### src/rtl/imem_boot_loader.sv
// Boot loader + instruction RAM: receives a length-prefixed byte stream, fills word RAM,
// then releases the CPU from reset. Optional trailing checksum byte when BOOT_CHECKSUM_EN is defined.
module imem_boot_loader #(
  parameter  int DEPTH_WORDS = 64,
  localparam int IDX_W       = $clog2(DEPTH_WORDS)
) (
  input  logic        clk,
  input  logic        rst,
  input  logic        byte_valid,
  input  logic [7:0]  byte_data,
  output logic        byte_ready,
  input  logic [31:0] PC,
  output logic [31:0] Instr,
  output logic        cpu_rst,
  output logic        load_done,
  output logic        load_err
);

  localparam logic [2:0] S_LEN0 = 3'd0;
  localparam logic [2:0] S_LEN1 = 3'd1;
  localparam logic [2:0] S_DATA = 3'd2;
  localparam logic [2:0] S_RUN  = 3'd3;
  localparam logic [2:0] S_ERR  = 3'd4;
`ifdef BOOT_CHECKSUM_EN
  localparam logic [2:0] S_CSUM = 3'd5;
`endif
  localparam logic [16:0] DEPTH_L = 17'(DEPTH_WORDS);

  logic [2:0]     state, state_nxt;
  logic [15:0]    n_words;
  logic [IDX_W:0] word_cnt;
  logic [1:0]     bcnt;
  logic [23:0]    hold;
  logic [31:0]    mem [DEPTH_WORDS];

  logic        accept, we, last_word;
  logic [15:0] len_full;

  assign accept    = byte_valid & byte_ready;
  assign len_full  = {byte_data, n_words[7:0]};
  assign last_word = (17'(word_cnt) + 17'd1) == {1'b0, n_words};
  assign we        = accept && !rst && (state == S_DATA) && (bcnt == 2'd3);

`ifdef BOOT_CHECKSUM_EN
  logic [7:0] csum;
  always_ff @(posedge clk) begin
    if (rst)                           csum <= '0;
    else if (accept && state == S_DATA) csum <= csum + byte_data;
  end
`endif

  always_comb begin
    state_nxt = state;
    if (accept) begin
      case (state)
        S_LEN0: state_nxt = S_LEN1;
        S_LEN1: state_nxt = (len_full == '0 || {1'b0, len_full} > DEPTH_L) ? S_ERR : S_DATA;
        S_DATA: if (bcnt == 2'd3 && last_word)
`ifdef BOOT_CHECKSUM_EN
                  state_nxt = S_CSUM;
        S_CSUM: state_nxt = (byte_data == csum) ? S_RUN : S_ERR;
`else
                  state_nxt = S_RUN;
`endif
        default: ;
      endcase
    end
  end

  always_ff @(posedge clk) begin
    if (rst) begin
      state      <= S_LEN0;
      n_words    <= '0;
      word_cnt   <= '0;
      bcnt       <= '0;
      hold       <= '0;
      byte_ready <= 1'b1;
      cpu_rst    <= 1'b1;
    end else begin
      state      <= state_nxt;
      // Outputs are registered off the next state so they line up with it.
      byte_ready <= (state_nxt != S_RUN) && (state_nxt != S_ERR);
      cpu_rst    <= (state_nxt != S_RUN);
      if (accept) begin
        case (state)
          S_LEN0: n_words[7:0]  <= byte_data;
          S_LEN1: n_words[15:8] <= byte_data;
          S_DATA: begin
            bcnt <= bcnt + 2'd1;
            if (bcnt != 2'd3) hold[8*bcnt +: 8] <= byte_data;
            else              word_cnt <= word_cnt + 1'b1;
          end
          default: ;
        endcase
      end
    end
  end

  // RAM is deliberately not reset; word_cnt alone decides what is readable.
  always_ff @(posedge clk) begin
    if (we) mem[word_cnt[IDX_W-1:0]] <= {byte_data, hold};
  end

  logic in_range;
  assign in_range  = (PC[31:IDX_W+2] == '0) && ({1'b0, PC[IDX_W+1:2]} < word_cnt);
  assign Instr     = in_range ? mem[PC[IDX_W+1:2]] : 32'h0000_0000;
  assign load_done = (state == S_RUN);
  assign load_err  = (state == S_ERR);

  logic unused_pc;
  assign unused_pc = &{1'b0, PC[1:0]};

endmodule

### config.mk
export PLATFORM = sky130hd
export DESIGN_NAME = imem_boot_loader
export DESIGN_NICKNAME = d
export VERILOG_FILES = /design/src/rtl/imem_boot_loader.sv
export SDC_FILE = /design/constraint.sdc
export NUM_CORES = 2
export LEC_CHECK = 0
export ABC_CLOCK_PERIOD_IN_PS = 4550
export CORE_UTILIZATION = 60
export CTS_CLUSTER_SIZE = 8
export DETAILED_ROUTE_END_ITERATION = 8
export PLACE_DENSITY = 0.74
export SLEW_MARGIN = 40
export SYNTH_ARGS = -nofsm -noshare
export SYNTH_HDL_FRONTEND = slang
export SYNTH_SLANG_ARGS = --single-unit
### constraint.sdc
create_clock -name clk -period 4.55 [get_ports clk]
set_clock_uncertainty 0.05 [all_clocks]
set_input_delay 0.6825 -clock clk [delete_from_list [all_inputs] [get_ports clk]]
set_output_delay 0.6825 -clock clk [all_outputs]
set_load 0.02 [all_outputs]
==> results by group <==
Clock network
  – CTS sink count: 2102
  – Clk root buf: clkbuf_16
  – CTS HTree Levels: 5
  – CTS tree: done
  – Clk buf depth: 4
  – Cts bufs inserted: 313
  – Worst skew pair latency: 900 ps
  – Worst-path clk slew: 50 ps

GRT
  – Largest net degree at the start of global routing: 70
  – Vias in the first global route: 44.42k
  – Initial antenna violation count: 6
  – Grt total ovfl: 0
  – Global-route wire length before repair: 324.0 mm
  – Gr usage total: 34.14%

Run status
  – Status: finished clean

Hold path
  – Hold WC Path Type: input port to flop

Final layout
  – Area of the multi-input gates: 17860 sq um
  – Layout cell share with drive strength beyond 1: 28.98%
  – Fillcell total: 7597
  – Post-Layout Cell Count: 6101
  – Area Growth Syn to Fin: 16.68%
  – Post-route cell area: 95060 sq um
  – Register area: 62670 sq um
  – Final core occ: 70.87%
  – Layout Nets: 4338

Setup path
  – R2R Path End: mem[49][2]
  – Worst Setup SP: PC[2]
  – Worst R2R Start: bcnt[0]
  – Critical Setup Path Class: input port to primary output
  – Critical Path Source Type: input port
  – Critical path capture point: Instr[24]
  – Cells on worst reg2reg path: 8
  – Worst Setup End Kind: primary output
  – Arr. time, crit path: 3730 ps
  – FF-to-FF setup slack: 1270 ps
  – Critical path required time: 3820 ps
  – Worst-path maximum fanout: 51

Placement
  – HPWL after detailed placement: 126.4 mm
  – Post-Place Cell Area: 86770 sq um
  – Placed Cells: 5735
  – Dpl ws: 18.05 ps
  – Routability cong.: 0.8517
  – Port bufs: 76

Floorplan
  – Die Wd: 370.5 um
  – I/O Pins: 79
  – Initial core utilization: 60.74%
  – Row cnt: 134
  – Core area: 134100 sq um
  – Die Y: 370.5 um
  – Area of the die: 137300 sq um

Detailed routing
  – Average routed wire per standard cell: 37.68 um
  – DRT Wirelength: 229.9 mm
  – 1st-iter DRT viols: 6573
  – Via Count: 43.74k
  – Post-DRT Antenna Nets: 0
  – Drt via density: 7.168
  – TritonRoute pass-1 iters: 6
  – DR DRC count: 0

Synth
  – Synth warn: 0
  – #FFs+latches synth: 2102
  – Synth async-reset ratio: 0%
  – Top post-synthesis cells by area: edfxtp_1 75%, mux4_2 12%, mux2i_1 2.3%, dfxtp_1 1.3%, a22oi_1 0.93%
  – Commonest cells post-synth: 2048 x edfxtp_1, 443 x mux4_2, 184 x mux2i_1
  – Top_reg_cell synth: edfxtp_1
  – Largest area contributor in the netlist: edfxtp_1
  – Synthesized area per cell: 21.49 sq um
  – EDFF count, synth: 2048
  – Register area share after synthesis: 76.82%
  – Synth unique cells: 72
  – Post-Syn Nets: 3844
  – Mapped Cells: 3790
  – Synth Cell Area: 81470 sq um
  – Yosys top cell area share: 75.49%
  – Most frequent cell after synthesis: edfxtp_1

Pwr
  – Power Dens Cells: 447.7 nW/um^2
  – Worst vdd ir: 0.2780 mV
  – Power Total: 42.55 mW
  – Leak pwr: 27.71 nW

Timing
  – Setup slack after layout: 86.84 ps
  – Setup TNS: 0 ps
  – RSZ-0062 raised after global routing: no
  – Tmin final: 4463 ps
  – Fin Hold WS: 201.3 ps
  – Final setup viols: 0
  – Tightest Pin Transition: 898.8 ps
  – Final hold violations: 0
  – FMAX: 0.2241 GHz
  – Tcrit/Tclk final: 98.09%
  – Relative slew slack: 40.08%
  – Count of final max-slew check failures: 0

Flow run
  – Total of max-cap violations: 0
==> worst max-delay path, stage by stage <==
cell and delay, ps:
buf_8 340, buf_12 410, buf_4 400, mux2i_1 160, a221oi_1 440, nor3_1 110, o32a_1 370, a211oi_1 480
buf_4 240
==> worst min path at each step <==
stage,startpoint,endpoint,depth (start not counted)
floorplan,n_words[11],n_words[11],2
finish,byte_data[5],mem[58][29],1
detailed placement,n_words[11],n_words[11],2
global route,byte_data[5],mem[63][29],1
CTS,byte_data[5],mem[58][29],1
global placement,n_words[11],n_words[11],2
==> metal layers <==
metal	GRT usage [%]	wire, um	vias to the layer above
li1	-	-	16917
met1	46.42	79410	22560
met2	51.94	107000	3577
met3	8.861	30550	681
met4	17.04	12860	0
met5	0	0	-
==> cell usage in the layout, fill, tap and decap left out, types with 15 or more instances in the layout <==
master / Yosys / layout
clkdlybuf4s50_1: 0 / 32
nor2_4: 0 / 66
edfxtp_1: 2048 / 2048
dfxtp_1: 54 / 26
o21ai_0: 34 / 34
a221oi_1: 50 / 50
nand3_1: 42 / 37
clkbuf_1: 76 / 37
clkbuf_16: 0 / 320
a22oi_1: 101 / 101
a211oi_1: 26 / 26
buf_12: 16 / 80
buf_4: 23 / 261
nand2b_1: 18 / 18
mux4_1: 15 / 15
nand2_1: 75 / 74
nor3_1: 34 / 32
a221o_1: 21 / 21
mux4_2: 443 / 443
a21oi_1: 88 / 88
nor2_1: 127 / 60
dfxtp_4: 0 / 22
mux2i_1: 184 / 184
==> where the power goes <==
part	leakage, nW	switching, mW	total, mW	internal (mW)
Sequential	16.3	0.0154	21.1	21.0
Combinational	7.39	0.941	1.56	0.619
Clock	4.01	7.59	19.9	12.4
Total	27.7	8.55	42.6	34.0
==> logic make-up (layout without fill, tap and decap cells) <==
logic type / after synthesis / after routing / share of synthesized area [%]
DFF: 2102 / 2102 / 76.82
muxes: 645 / 645 / 15.03
and+or+nand+nor: 367 / 367 / 2.113
buffers and inverters: 231 / 772 / 2.001
AOI/OAI and AO/OA: 419 / 419 / 3.688
xor gates and xnor gates: 15 / 15 / 0.1781
other: 0 / 2 / 0
adders and majority gates: 11 / 11 / 0.1689
==> registers in the layout, indices dropped and copies added (netlist names) <==
name	cells
mem	2048
hold	24
n_words	16
word_cnt	7
state	3
bcnt	2
byte_ready	1
cpu_rst	1
==> what timing repair did <==
action / in CTS / in global routing
hold buffers: 0 / 0
gates resized for setup: 8 / 11
buffers inserted: 1 / 0
setup endpoints to repair: 21 / 16
cloned: 0 / 0
==> final cells by class <==
type | instances | share of cell area, %
inverters | 16 | 0.06450
flip-flops and latches | 2102 | 65.93
repair buffers | 394 | 4.269
multi-input cells | 1457 | 18.79
diodes | 2 | 0.005265
well taps | 1768 | 2.327
clock buffers | 357 | 8.570
clock inverters | 5 | 0.04870
No activity file was read; power rests on OpenSTA's default activity.
